**src/rtl/axil_request_master.sv**
```systemverilog
// axil_request_master
//
// Single-outstanding AXI-lite master. It turns a command/response handshake
// from an internal controller into one AXI-lite read or write transaction at
// a time. It returns the slave's response code unmodified, so SLVERR and
// DECERR reach the controller exactly like OKAY.
//
// Optional feature macro: AXILREQ_TIMEOUT_EN
//   When defined, a LGTIMEOUT-bit watchdog counts the cycles spent waiting on
//   the bus and sets the sticky o_timeout flag when it saturates. The
//   transaction is not aborted. When undefined, o_timeout is constant 0.
//
// Ports
//   S_AXI_ACLK, S_AXI_ARESETN  clock; asynchronous active-low reset
//   i_cmd_*/o_cmd_ready        command in (we, addr, data, strb)
//   o_rsp_*                    one-cycle response pulse; we/data/resp hold
//                              until the next response
//   o_timeout                  sticky watchdog flag
//   M_AXI_AW*/W*/B*            AXI-lite write channels
//   M_AXI_AR*/R*               AXI-lite read channels
module axil_request_master #(
   parameter  int C_AXI_ADDR_WIDTH = 32,
   parameter  int LGTIMEOUT        = 8,
   localparam int C_AXI_DATA_WIDTH = 32
) (
   input  logic                          S_AXI_ACLK,
   input  logic                          S_AXI_ARESETN,
   input  logic                          i_cmd_valid,
   output logic                          o_cmd_ready,
   input  logic                          i_cmd_we,
   input  logic [C_AXI_ADDR_WIDTH-1:0]   i_cmd_addr,
   input  logic [C_AXI_DATA_WIDTH-1:0]   i_cmd_data,
   input  logic [C_AXI_DATA_WIDTH/8-1:0] i_cmd_strb,
   output logic                          o_rsp_valid,
   output logic                          o_rsp_we,
   output logic [C_AXI_DATA_WIDTH-1:0]   o_rsp_data,
   output logic [1:0]                    o_rsp_resp,
   output logic                          o_timeout,
   output logic                          M_AXI_AWVALID,
   input  logic                          M_AXI_AWREADY,
   output logic [C_AXI_ADDR_WIDTH-1:0]   M_AXI_AWADDR,
   output logic [2:0]                    M_AXI_AWPROT,
   output logic                          M_AXI_WVALID,
   input  logic                          M_AXI_WREADY,
   output logic [C_AXI_DATA_WIDTH-1:0]   M_AXI_WDATA,
   output logic [C_AXI_DATA_WIDTH/8-1:0] M_AXI_WSTRB,
   input  logic                          M_AXI_BVALID,
   output logic                          M_AXI_BREADY,
   input  logic [1:0]                    M_AXI_BRESP,
   output logic                          M_AXI_ARVALID,
   input  logic                          M_AXI_ARREADY,
   output logic [C_AXI_ADDR_WIDTH-1:0]   M_AXI_ARADDR,
   output logic [2:0]                    M_AXI_ARPROT,
   input  logic                          M_AXI_RVALID,
   output logic                          M_AXI_RREADY,
   input  logic [C_AXI_DATA_WIDTH-1:0]   M_AXI_RDATA,
   input  logic [1:0]                    M_AXI_RRESP
);

   typedef enum logic [1:0] {
      IDLE  = 2'd0,
      WRITE = 2'd1,
      READ  = 2'd2
   } state_t;

   state_t                          state_q, state_d;
   logic                            awvalid_q, awvalid_d;
   logic                            wvalid_q, wvalid_d;
   logic                            arvalid_q, arvalid_d;
   logic [C_AXI_ADDR_WIDTH-1:0]     addr_q, addr_d;
   logic [C_AXI_DATA_WIDTH-1:0]     wdata_q, wdata_d;
   logic [C_AXI_DATA_WIDTH/8-1:0]   wstrb_q, wstrb_d;
   logic                            rsp_valid_q, rsp_valid_d;
   logic                            rsp_we_q, rsp_we_d;
   logic [C_AXI_DATA_WIDTH-1:0]     rsp_data_q, rsp_data_d;
   logic [1:0]                      rsp_resp_q, rsp_resp_d;

   logic cmd_accept;
   logic b_hs;
   logic r_hs;

   // Ready is held low while reset is asserted so the controller never sees
   // a command window during reset.
   assign o_cmd_ready = (state_q == IDLE) && S_AXI_ARESETN;
   assign cmd_accept  = i_cmd_valid && o_cmd_ready;

   // BREADY is high for the whole WRITE state, but the response is only taken
   // once both address and data have been handed over.
   assign b_hs = (state_q == WRITE) && M_AXI_BVALID && !awvalid_q && !wvalid_q;
   assign r_hs = (state_q == READ) && M_AXI_RVALID;

   always_comb begin
      state_d     = state_q;
      awvalid_d   = awvalid_q;
      wvalid_d    = wvalid_q;
      arvalid_d   = arvalid_q;
      addr_d      = addr_q;
      wdata_d     = wdata_q;
      wstrb_d     = wstrb_q;
      rsp_valid_d = 1'b0;
      rsp_we_d    = rsp_we_q;
      rsp_data_d  = rsp_data_q;
      rsp_resp_d  = rsp_resp_q;
      case (state_q)
         IDLE: begin
            if (cmd_accept) begin
               addr_d = i_cmd_addr;
               if (i_cmd_we) begin
                  wdata_d   = i_cmd_data;
                  wstrb_d   = i_cmd_strb;
                  awvalid_d = 1'b1;
                  wvalid_d  = 1'b1;
                  state_d   = WRITE;
               end else begin
                  arvalid_d = 1'b1;
                  state_d   = READ;
               end
            end
         end
         WRITE: begin
            // AW and W retire independently, in any order.
            if (M_AXI_AWREADY) awvalid_d = 1'b0;
            if (M_AXI_WREADY)  wvalid_d  = 1'b0;
            if (b_hs) begin
               rsp_valid_d = 1'b1;
               rsp_we_d    = 1'b1;
               rsp_data_d  = '0;
               rsp_resp_d  = M_AXI_BRESP;
               state_d     = IDLE;
            end
         end
         READ: begin
            if (M_AXI_ARREADY) arvalid_d = 1'b0;
            if (r_hs) begin
               rsp_valid_d = 1'b1;
               rsp_we_d    = 1'b0;
               rsp_data_d  = M_AXI_RDATA;
               rsp_resp_d  = M_AXI_RRESP;
               state_d     = IDLE;
            end
         end
         default: state_d = IDLE;
      endcase
   end

   always_ff @(posedge S_AXI_ACLK or negedge S_AXI_ARESETN) begin
      if (!S_AXI_ARESETN) begin
         state_q     <= IDLE;
         awvalid_q   <= 1'b0;
         wvalid_q    <= 1'b0;
         arvalid_q   <= 1'b0;
         addr_q      <= '0;
         wdata_q     <= '0;
         wstrb_q     <= '0;
         rsp_valid_q <= 1'b0;
         rsp_we_q    <= 1'b0;
         rsp_data_q  <= '0;
         rsp_resp_q  <= 2'b00;
      end else begin
         state_q     <= state_d;
         awvalid_q   <= awvalid_d;
         wvalid_q    <= wvalid_d;
         arvalid_q   <= arvalid_d;
         addr_q      <= addr_d;
         wdata_q     <= wdata_d;
         wstrb_q     <= wstrb_d;
         rsp_valid_q <= rsp_valid_d;
         rsp_we_q    <= rsp_we_d;
         rsp_data_q  <= rsp_data_d;
         rsp_resp_q  <= rsp_resp_d;
      end
   end

`ifdef AXILREQ_TIMEOUT_EN
   logic [LGTIMEOUT-1:0] tmo_cnt_q, tmo_cnt_d;
   logic                 timeout_q, timeout_d;

   // The counter saturates at all-ones; the flag rises in the same cycle the
   // counter reaches that value and is cleared only by the next command.
   always_comb begin
      tmo_cnt_d = tmo_cnt_q;
      timeout_d = timeout_q;
      if (cmd_accept) begin
         tmo_cnt_d = '0;
         timeout_d = 1'b0;
      end else if ((state_q != IDLE) && !(&tmo_cnt_q)) begin
         tmo_cnt_d = tmo_cnt_q + 1'b1;
         if (&tmo_cnt_d) timeout_d = 1'b1;
      end
   end

   always_ff @(posedge S_AXI_ACLK or negedge S_AXI_ARESETN) begin
      if (!S_AXI_ARESETN) begin
         tmo_cnt_q <= '0;
         timeout_q <= 1'b0;
      end else begin
         tmo_cnt_q <= tmo_cnt_d;
         timeout_q <= timeout_d;
      end
   end

   assign o_timeout = timeout_q;
`else
   // Watchdog compiled out. The comparison is constant false; it only keeps
   // LGTIMEOUT referenced in this build.
   assign o_timeout = (LGTIMEOUT < 0);
`endif

   assign o_rsp_valid   = rsp_valid_q;
   assign o_rsp_we      = rsp_we_q;
   assign o_rsp_data    = rsp_data_q;
   assign o_rsp_resp    = rsp_resp_q;

   assign M_AXI_AWVALID = awvalid_q;
   assign M_AXI_AWADDR  = addr_q;
   assign M_AXI_AWPROT  = 3'b000;
   assign M_AXI_WVALID  = wvalid_q;
   assign M_AXI_WDATA   = wdata_q;
   assign M_AXI_WSTRB   = wstrb_q;
   assign M_AXI_BREADY  = (state_q == WRITE);
   assign M_AXI_ARVALID = arvalid_q;
   assign M_AXI_ARADDR  = addr_q;
   assign M_AXI_ARPROT  = 3'b000;
   assign M_AXI_RREADY  = (state_q == READ);

endmodule

```
**config.mk**
```make
export PLATFORM = sky130hd
export DESIGN_NAME = axil_request_master
export DESIGN_NICKNAME = d
export VERILOG_FILES = /design/src/rtl/axil_request_master.sv
export SDC_FILE = /design/constraint.sdc
export NUM_CORES = 1
export LEC_CHECK = 0
export ABC_AREA = 1
export ABC_CLOCK_PERIOD_IN_PS = 1400
export BUFFER_PORTS_ARGS = -buffer_cell sky130_fd_sc_hd__buf_2
export CORE_ASPECT_RATIO = 0.8
export CORE_MARGIN = 5
export CORE_UTILIZATION = 40
export CTS_BUF_LIST = sky130_fd_sc_hd__clkbuf_8
export DETAILED_ROUTE_END_ITERATION = 16
export GPL_TIMING_DRIVEN = 0
export PLACE_DENSITY_LB_ADDON = 0.12
export SLEW_MARGIN = 10
export SYNTH_ARGS = -nofsm -noshare
export SYNTH_HDL_FRONTEND = slang
export SYNTH_SLANG_ARGS = --single-unit
```
**constraint.sdc**
```tcl
create_clock -name S_AXI_ACLK -period 1.4 [get_ports S_AXI_ACLK]
set_input_delay 0.28 -clock S_AXI_ACLK [delete_from_list [all_inputs] [get_ports S_AXI_ACLK]]
set_output_delay 0.28 -clock S_AXI_ACLK [all_outputs]
set_load 0.05 [all_outputs]
```
# Word level (Yosys, flattened, before mapping)
# Index checks and enable logic that the tools add are counted.
# Widths: inputs -> output; s select.
# classes
n_addsub	0
mul	0
div	0
n_lt_le_gt_ge	0
eq_ne	10
shift	0
muxes	27
bitwise	0
n_reduce_logical	19
# ops
op	count
$mux 32	2
$pmux 32 s2	1
$mux 2	6
$ne 2x2->1 const B	6
$reduce_and 4->1	3
$mux 1	11
$pmux 1 s2	5
$reduce_and 3->1	3
$logic_and 1x1->1	6
$pmux 2 s3	1
$reduce_bool 2->1	3
$ne 2x1->1 const B	2
$pmux 2 s2	1
$eq 2x1->1 const B	1
$eq 2x2->1 const B	1
$logic_not 1->1	2
$logic_not 2->1	1
$reduce_and 2->1	1
# word_totals
regBits	109
latch_bits	0
mem_bits_rw	0
rom_bits	0
out_inout_bits	149
memories	0

# Logic depth before layout (Yosys ltp)
# Gate-level depths: netlist (run 1).
# depth
ltp_word	6
mapped_depth	10
ltp_nobuf	9

# Least setup slack after synthesis (run 1)
# Ideal clock, no wire load.
# synth_timing
kind	register to register
from	register state_q[0]
to	register rsp_data_q[10] (netlist: o_rsp_data[10])
setup_ps	65
arrival_time_ps	1771
slack_ps	-436
stages_incl_launch_ff	11
path_buffers	2
period_less_slack_ps	1836
path_cell_list	dfrtp_1 > inv_1 > ha_1 > buf_6 > inv_2 > nor2_2 > nor2_4 > nand2_2 > buf_4 > nand2_1 > nand2_1
# synth_via
word_cells_on_any_way	11
cone_classes	4 x eq/ne; 1 x mux; 6 x reduce/logical
# synth_lines
item	line	text
from (decl)	66	state_t state_q, state_d;
from (signal assigned)	160	state_q <= state_d;
$eq 2x2->1 (*)	n/a	
named net M_AXI_RREADY	55	output logic M_AXI_RREADY,
$logic_and 1x1->1	90	assign r_hs = (state_q == READ) && M_AXI_RVALID;
$ne 2x1->1 (no source line)	n/a	
$reduce_and 3->1 (no source line)	n/a	
to (signal assigned)	169	rsp_data_q <= rsp_data_d;
to (decl)	75	logic [C_AXI_DATA_WIDTH-1:0] rsp_data_q, rsp_data_d;
# Mark *: on every way through the listed nets, which the timed path passes. The rest lies on a longest branch.
# A chain may end at the register's enable or synchronous reset.

# Worst setup path in the final report (run 1)
# layout_timing
from	register state_q[0]
to	register rsp_data_q[7] (netlist: o_rsp_data[7])
# layout_via
elab_chain_cells	6
word_cells_on_any_way	11
cone_classes	4 x eq/ne; 1 x mux; 6 x reduce/logical
# layout_lines
item	line	text
$eq 2x1->1	89, 104	
$logic_and 1x1->1 (3 in a row)	89	assign b_hs = (state_q == WRITE) && M_AXI_BVALID && !awvalid_q && !wvalid_q;
$ne 2x1->1 (no source line)	n/a	
$reduce_and 3->1 (no source line)	n/a	
# Parallel ways exist; a longest one is shown, timed or not.

==> results of run 1 <==
placed cells by master, fill, tap and decap left out, types with 2 or more instances in the layout:
master      count
buf_12          7
conb_1          7
nand2_2        92
dfrtp_1       108
nand3_2         5
o21ai_1         2
o21ai_2         4
nand2_4         4
clkbuf_4       16
o21ai_0        31
a21oi_1         2
clkbuf_1        3
nand2_1       205
inv_2           4
buf_8          31
bufinv_16       2
ha_4            3
buf_2         203
nand3_1         5
buf_6          66
clkbuf_8       14
buf_4          59
nor2_4          3
buf_16          4
inv_1           6
clkinvlp_4      2
nand3b_1       32
sequential cells by signal, summed over array words and instances (netlist names), 2 cells and up:
name	count
M_AXI_ARADDR	32
M_AXI_WDATA	32
M_AXI_WSTRB	4
o_rsp_data	32
o_rsp_resp	2
state_q	2
stage by stage:
stage          TNS (ns)  utilization, %  instances  setup WS [ns]
2_1_floorplan     -5.52               -        590         -0.162
3_3_place_gp    -308.61            53.6        996          -2.23
3_5_place_dp     -48.57            53.9        997         -0.601
4_1_cts          -17.96            65.1       1068         -0.278
5_1_grt          -27.04            69.4       1083         -0.339
6_report         -19.72            69.4       1083         -0.279
worst paths after layout:
kind	from	to	slack, ns	depth (start not counted)
hold / removal	S_AXI_ARESETN	M_AXI_WDATA[29]	-0.09	2
max in group asynchronous	S_AXI_ARESETN	o_rsp_data[3]	0.71	4
setup / recovery	state_q[0]	o_rsp_data[7]	-0.28	12
hold reg to reg	M_AXI_WDATA[24]	M_AXI_WDATA[24]	0.48	2
setup reg to reg	state_q[0]	o_rsp_data[7]	-0.28	12
min in group S_AXI_ACLK	i_cmd_data[5]	M_AXI_WDATA[5]	0.08	3
metal layers:
metal  vias up  routed length, um  track usage (%)
met5         -                  7                0
met4         2                329             6.69
met3        32               1220             6.36
met2       194               8610             38.6
met1      2410               6830             27.3
li1       2452                  -                -
logic make-up (layout without fill, tap and decap cells):
logic type	after synthesis	in the layout	share of synthesized area [%]
AND/OR/NAND/NOR	349	350	29.7
flip-flops	109	109	55.1
buffers and inverters	83	423	10.4
AO/OA/AOI/OAI	39	39	3.94
adder cells (fa/ha/maj)	3	3	0.758
other	1	7	0.0757
cell type report:
type,count,area [um2]
Sequential cell,109,2730
Tap cell,152,190
Buffer,67,668
Fill cell,954,3720
Clock buffer,11,151
Timing Repair Buffer,328,2460
Inverter,12,56.3
Multi-Input combinational cell,399,2100
Clock inverter,5,81.3
timing repair:
action                     4_1_cts  5_1_grt
setup endpoints to repair      144      143
buffers inserted                37       18
gates resized for setup        210      127
hold endpoints to repair        25       84
gates cloned                    15        1
pin swaps                       24       26
==> impl_metrics.env, run 1 <==
export IMPL_status="finished with violations"
export IMPL_violations="negative hold slack, negative setup slack"
export IMPL_cpPeakStageDelay_ns=0.39
export IMPL_path_clk_slew_ns=0.10
export IMPL_track_usage_pct=22.3
export IMPL_whs_ns=-0.0854
export IMPL_gp_congestion=0.837
export IMPL_drt_first_pass_iters=4
export IMPL_clock_root_buffer="clkbuf_8"
export IMPL_cts_tree="yes"
export IMPL_drive_gt1_share_pct=56.7
export IMPL_rows=36
export IMPL_cp_data_arrival_time_ns=1.96
export IMPL_cts_buffers=9
export IMPL_routedWlPerCell_um=15.7
export IMPL_antenna_left=0
export IMPL_totalWireLength_mm=17.0
export IMPL_nets=1042
export IMPL_worst_slack_ns=-0.279
export IMPL_fmax_mhz=596
export IMPL_yosysMostFrequentCell="nand2_1"
export IMPL_placed_cell_area_um2=6550
export IMPL_synth_area_leaders="dfrtp_1, nand2_1, buf_4"
export IMPL_path_cells="inv_2 > buf_6 > ha_4 > buf_8 > inv_8 > nor2_4 > nor2_4 > buf_6 > nand2_8 > buf_6 > nand2_2 > nand2_1"
export IMPL_grt_pass1_vias=5065
export IMPL_synth_top_area_share_pct=55.1
export IMPL_grt_max_degree=87
export IMPL_die_area_um2=14700
export IMPL_area_growth_pct=70.4
export IMPL_synth_top_area_cell="dfrtp_1"
export IMPL_crit_path_start_kind="flip-flop"
export IMPL_die_x_um=134
export IMPL_period_share_pct=120
export IMPL_avgSynthCellArea_um2=8.48
export IMPL_crit_path_top_delay_cell="dfrtp_1"
export IMPL_htree_levels=3
export IMPL_ys_types=19
export IMPL_vias_per_cell=4.70
export IMPL_hp_class="in2async"
export IMPL_crit_top_cell="buf_6"
export IMPL_port_buffers=254
export IMPL_critPathBufInv=6
export IMPL_die_h_um=110
export IMPL_grt_pass1_wl_mm=25.9
export IMPL_overflow=0
export IMPL_dr_first_iter_drc_count=208
export IMPL_clock_latency_ns=0.38
export IMPL_critical_path_required_ns=1.68
export IMPL_synth_edff_count=0
export IMPL_skew_ns=0.00626
export IMPL_synthCells=584
export IMPL_crit_type="reg2reg"
export IMPL_maxCapViolations=0
export IMPL_start_util_pct=40.7
export IMPL_diodes=0
export IMPL_vias=5090
export IMPL_finalSetupViolCount=111
export IMPL_antenna_found_initial=1
export IMPL_yosysSeqAreaShare_pct=55.1
export IMPL_cpLargestDelayFamily="buffers and inverters"
export IMPL_final_cell_area_um2=8440
export IMPL_coreArea_um2=12200
export IMPL_ios=262
export IMPL_dp_hpwl_mm=11.2
export IMPL_synth_common_cells="nand2_1, dfrtp_1, buf_4, o21ai_0, nand3b_1"
export IMPL_clockBufferDepth=2
export IMPL_cp_max_fo=7
export IMPL_ys_warnings_count=0
export IMPL_synth_async_reset_ratio_pct=100
export IMPL_fin_crit_ns=1.68
export IMPL_hold_viol_final=84
export IMPL_synth_area_um2=4950
export IMPL_hold_buffers=3
export IMPL_ys_ff_latch=109
export IMPL_dominantRegCellSynth="dfrtp_1"
export IMPL_endpoint_kind="flip-flop"
export IMPL_rsz0062_at_grt="true"
export IMPL_slew_viol_final=0
export IMPL_cts_sinks=109
export IMPL_drc=0
Power of run 1 is not shown: default switching activity piles up to over one toggle a cycle in this logic, so the estimate is an artifact.
==> inputs of run 2 (changes only) <==
--- a/config.mk
+++ b/config.mk
@@ -9,7 +9,7 @@
 export ABC_CLOCK_PERIOD_IN_PS = 1400
 export BUFFER_PORTS_ARGS = -buffer_cell sky130_fd_sc_hd__buf_2
 export CORE_ASPECT_RATIO = 0.8
-export CORE_MARGIN = 5
+export CORE_MARGIN = 2
 export CORE_UTILIZATION = 40
 export CTS_BUF_LIST = sky130_fd_sc_hd__clkbuf_8
 export DETAILED_ROUTE_END_ITERATION = 16
==> impl_metrics.env, run 2 (same netlist as run 1, synthesis figures left out) <==
export IMPL_drive_gt1_share_pct=61.7
export IMPL_path_clk_slew_ns=0.10
export IMPL_antenna_found_initial=0
export IMPL_maxCapViolations=0
export IMPL_coreArea_um2=12100
export IMPL_crit_path_top_delay_cell="dfrtp_1"
export IMPL_hp_class="in2async"
export IMPL_cts_sinks=109
export IMPL_register_area_um2=2730
export IMPL_crit_type="reg2reg"
export IMPL_final_cell_area_um2=8620
export IMPL_skew_ns=0.00396
export IMPL_cp_data_arrival_time_ns=1.93
export IMPL_final_cell_mix="buf_2, nand2_1, nand2_2"
export IMPL_reg2reg_slack_ns=-0.26
export IMPL_die_h_um=104
export IMPL_vias_per_cell=4.71
export IMPL_violations="negative hold slack, negative setup slack"
export IMPL_grt_max_degree=66
export IMPL_hold_viol_final=44
export IMPL_placed_cell_area_um2=6550
export IMPL_area_growth_pct=74.1
export IMPL_diodes=0
export IMPL_clockBufferDepth=2
export IMPL_htree_levels=3
export IMPL_crit_top_cell="nor2_4"
export IMPL_cpLargestDelayFamily="buffers and inverters"
export IMPL_die_x_um=128
export IMPL_r2r_cells=11
export IMPL_totalWireLength_mm=17.0
export IMPL_start_util_pct=40.9
export IMPL_fin_crit_ns=1.66
export IMPL_routedWlPerCell_um=15.7
export IMPL_track_usage_pct=23.0
export IMPL_r2r_end="o_rsp_data[29]"
export IMPL_clock_root_buffer="clkbuf_8"
export IMPL_nets=1044
export IMPL_ios=262
export IMPL_die_area_um2=13300
export IMPL_gp_congestion=0.799
export IMPL_drc=0
export IMPL_crit_path_start_kind="flip-flop"
export IMPL_rsz0062_at_grt="true"
export IMPL_overflow=0
export IMPL_worstReg2RegStart="state_q[1]"
export IMPL_path_cells="buf_4 > ha_4 > buf_8 > inv_8 > nor2_4 > nor2_4 > buf_12 > nand2_8 > buf_6 > nand2_2 > nand2_1"
export IMPL_drt_first_pass_iters=4
export IMPL_clock_latency_ns=0.38
export IMPL_fmax_mhz=603
export IMPL_status="finished with violations"
export IMPL_critPathBufInv=5
export IMPL_finalSetupViolCount=111
export IMPL_antenna_left=0
export IMPL_multiInputGateArea_um2=2310
export IMPL_endpoint_kind="flip-flop"
export IMPL_cpPeakStageDelay_ns=0.41
export IMPL_worst_slew_pin_slew_ns=0.681
export IMPL_grt_pass1_vias=4796
export IMPL_period_share_pct=118
export IMPL_worst_slack_ns=-0.258
export IMPL_dp_hpwl_mm=10.4
export IMPL_relSlewSlack_pct=54.6
export IMPL_whs_ns=-0.181
export IMPL_dr_first_iter_drc_count=239
export IMPL_critical_path_required_ns=1.68
export IMPL_crit_end="o_rsp_data[29]"
export IMPL_crit_cells=11
export IMPL_port_buffers=254
export IMPL_nFillCells=924
export IMPL_cts_buffers=9
export IMPL_cp_max_fo=8
export IMPL_layout_commonest_cell="buf_2"
export IMPL_slew_viol_final=0
export IMPL_vias=5113
export IMPL_crit_start="state_q[1]"
export IMPL_cts_tree="yes"
export IMPL_rows=36
export IMPL_grt_pass1_wl_mm=24.2
export IMPL_final_core_util_pct=71.1
-- run 2: cell types whose count changed in the layout (fill, tap and decap cells not counted), moves of 8 or more --
cell,change
nand2_1,-31
nand2_4,+13
o21ai_0,-24
nand2_2,+18
clkbuf_4,-8
buf_2,+8
o21ai_1,+11
o21ai_2,+13
-- run 2: repair_timing --
item | in CTS | in global routing
setup endpoints to repair | 144 | 144
gates cloned | 9 | 8
pin swaps | 10 | 35
buffers inserted | 36 | 26
hold endpoints to repair | 44 | 44
resized for setup | 205 | 210
-- run 2: worst min path at each step --
stage                              start         endpoint  cells after the start
after floorplan            S_AXI_ARESETN  M_AXI_ARADDR[0]                      0
after global placement    o_rsp_data[26]   o_rsp_data[26]                      2
after detailed placement   S_AXI_ARESETN   M_AXI_WSTRB[0]                      1
after CTS                  S_AXI_ARESETN  M_AXI_WDATA[27]                      1
after global routing       S_AXI_ARESETN   M_AXI_WSTRB[1]                      1
final                      S_AXI_ARESETN   M_AXI_WSTRB[0]                      1
-- run 2: layer usage --
metal  global-route usage [%]  wire (um)
met2                     39.6       8660
met4                     5.97        294
met5                        0          0
met3                     5.99       1190
met1                     28.8       6860
-- run 2: final cells by class --
cell class	instances	share of cell area, %
Sequential cell	109	31.6
Inverter	12	0.653
Clock inverter	5	0.871
Clock buffer	11	1.76
Buffer	68	7.97
Timing Repair inverter	1	0.0871
Tap cell	152	2.21
Multi-Input combinational cell	399	26.8
Timing Repair Buffer	328	28.1
-- run 2: worst reg2reg max path: stages (launching register included) --
cell,delay (ns)
dfrtp_1,0.41
buf_4,0.16
ha_4,0.16
buf_8,0.13
inv_8,0.05
nor2_4,0.03
nor2_4,0.12
buf_12,0.16
nand2_8,0.09
buf_6,0.15
nand2_2,0.05
nand2_1,0.05
-- run 2: stage by stage --
step | worst slack (ns) | setup TNS (ns) | std cells
after floorplan | -0.162 | -5.52 | 590
after global placement | -2.17 | -308.31 | 996
after detailed placement | -0.319 | -29.06 | 997
after CTS | -0.253 | -14.05 | 1057
after global routing | -0.337 | -23.92 | 1085
final | -0.258 | -14.12 | 1085
Power of run 2 is left out for the same reason.
==> inputs of run 3 (changes only) <==
--- a/config.mk
+++ b/config.mk
@@ -15,6 +15,7 @@
 export DETAILED_ROUTE_END_ITERATION = 16
 export GPL_TIMING_DRIVEN = 0
 export PLACE_DENSITY_LB_ADDON = 0.12
+export RECOVER_POWER = 50
 export SLEW_MARGIN = 10
 export SYNTH_ARGS = -nofsm -noshare
 export SYNTH_HDL_FRONTEND = slang
==> impl_metrics.env, run 3 (same netlist as run 1, synthesis figures left out) <==
export IMPL_maxCapViolations=0
export IMPL_final_cell_area_um2=8600
export IMPL_cp_data_arrival_time_ns=1.93
export IMPL_crit_start="state_q[1]"
export IMPL_crit_path_start_kind="flip-flop"
export IMPL_fin_crit_ns=1.66
export IMPL_worst_slack_ns=-0.258
export IMPL_drt_first_pass_iters=4
export IMPL_placed_cell_area_um2=6550
export IMPL_port_buffers=254
export IMPL_dp_slack_ns=-0.319
export IMPL_vias_per_cell=4.71
export IMPL_fmax_mhz=603
export IMPL_cts_buffers=9
export IMPL_slew_viol_final=0
export IMPL_period_share_pct=118
export IMPL_antenna_found_initial=0
export IMPL_violations="negative hold slack, negative setup slack"
export IMPL_dr_first_iter_drc_count=239
export IMPL_final_cells=1085
export IMPL_routedWlPerCell_um=15.7
export IMPL_hold_viol_final=44
export IMPL_vias=5110
export IMPL_whs_ns=-0.189
export IMPL_die_x_um=128
export IMPL_path_clk_slew_ns=0.10
export IMPL_status="finished with violations"
export IMPL_overflow=0
export IMPL_nets=1044
export IMPL_grt_pass1_vias=4796
export IMPL_drc=0
export IMPL_final_cell_mix="buf_2, nand2_1, nand2_2"
export IMPL_gp_congestion=0.799
export IMPL_skew_ns=0.00455
export IMPL_clock_latency_ns=0.38
export IMPL_endpoint_kind="flip-flop"
export IMPL_diodes=0
export IMPL_relSlewSlack_pct=38.9
export IMPL_die_area_um2=13300
export IMPL_start_util_pct=40.9
export IMPL_hp_class="in2async"
export IMPL_cts_sinks=109
export IMPL_crit_type="reg2reg"
export IMPL_placedCellCount=997
export IMPL_worstReg2RegStart="state_q[1]"
export IMPL_ios=262
export IMPL_dp_hpwl_mm=10.4
export IMPL_cts_tree="yes"
export IMPL_clock_root_buffer="clkbuf_8"
export IMPL_grt_pass1_wl_mm=24.2
export IMPL_layout_commonest_cell="buf_2"
export IMPL_area_growth_pct=73.7
export IMPL_die_h_um=104
export IMPL_clockBufferDepth=2
export IMPL_worst_slew_pin_slew_ns=0.916
export IMPL_critical_path_required_ns=1.68
export IMPL_grt_max_degree=66
export IMPL_antenna_left=0
export IMPL_totalWireLength_mm=17.0
export IMPL_rsz0062_at_grt="true"
export IMPL_finalSetupViolCount=111
export IMPL_htree_levels=3
export IMPL_coreArea_um2=12100
export IMPL_track_usage_pct=23.0
export IMPL_drive_gt1_share_pct=61.7
export IMPL_cp_max_fo=8
export IMPL_rows=36
-- run 3: cell count changes in the layout (fill, tap and decap cells not counted), sizes merged --
| cell | delta |
|---|---|
| buf | -1 |
| clkbuf | +1 |
-- run 3: worst max-delay path, cell delays in order (launching register included) --
cell,delay (ns)
dfrtp_1,0.41
buf_4,0.16
ha_4,0.16
buf_8,0.13
inv_8,0.05
nor2_4,0.03
nor2_4,0.12
buf_12,0.15
nand2_8,0.09
buf_6,0.15
nand2_2,0.05
nand2_1,0.05
-- run 3: final cells by class --
cell class / instances / area, um2
sequential: 109 / 2730
clock buffer: 11 / 151
buffer: 68 / 687
fill: 926 / 3520
multi-input combinational: 399 / 2310
timing repair buffer: 328 / 2400
tap: 152 / 190
inverter: 12 / 56.3
clock inverter: 5 / 75.1
timing repair inverter: 1 / 7.51
-- run 3: worst paths after layout --
check                                   endpoint  slack [ns]  cells past startpoint
worst max-delay path              o_rsp_data[29]       -0.26                     11
worst min-delay path             M_AXI_WDATA[27]       -0.19                      1
worst max register to register    o_rsp_data[29]       -0.26                     11
worst min register to register    o_rsp_data[31]        0.48                      2
max in group asynchronous       M_AXI_ARADDR[15]        0.26                      2
min in group S_AXI_ACLK         M_AXI_ARADDR[25]        0.08                      3
-- run 3: through the flow --
| stage | util, % | TNS (ns) |
|---|---|---|
| final | 71.0 | -14.07 |
| after global routing | 71.0 | -23.93 |
| after CTS | 64.0 | -14.05 |
| after detailed placement | 54.1 | -29.06 |
| after global placement | 53.8 | -308.31 |
| after floorplan | - | -5.52 |
-- run 3: repair_timing --
action	4_1_cts	5_1_grt
setup buffers	36	26
gates resized for setup	205	210
endpoints found under the hold margin	44	44
cloned	9	8
endpoints found under the setup margin	144	144
pin swaps	10	35
-- run 3: routing by layer --
metal / global-route usage (%) / share of wire, %
met1: 28.8 / 40
met2: 39.6 / 51
met3: 5.99 / 6.9
met4: 5.97 / 1.7
met5: 0 / 0
Power of run 3 is left out for the same reason.
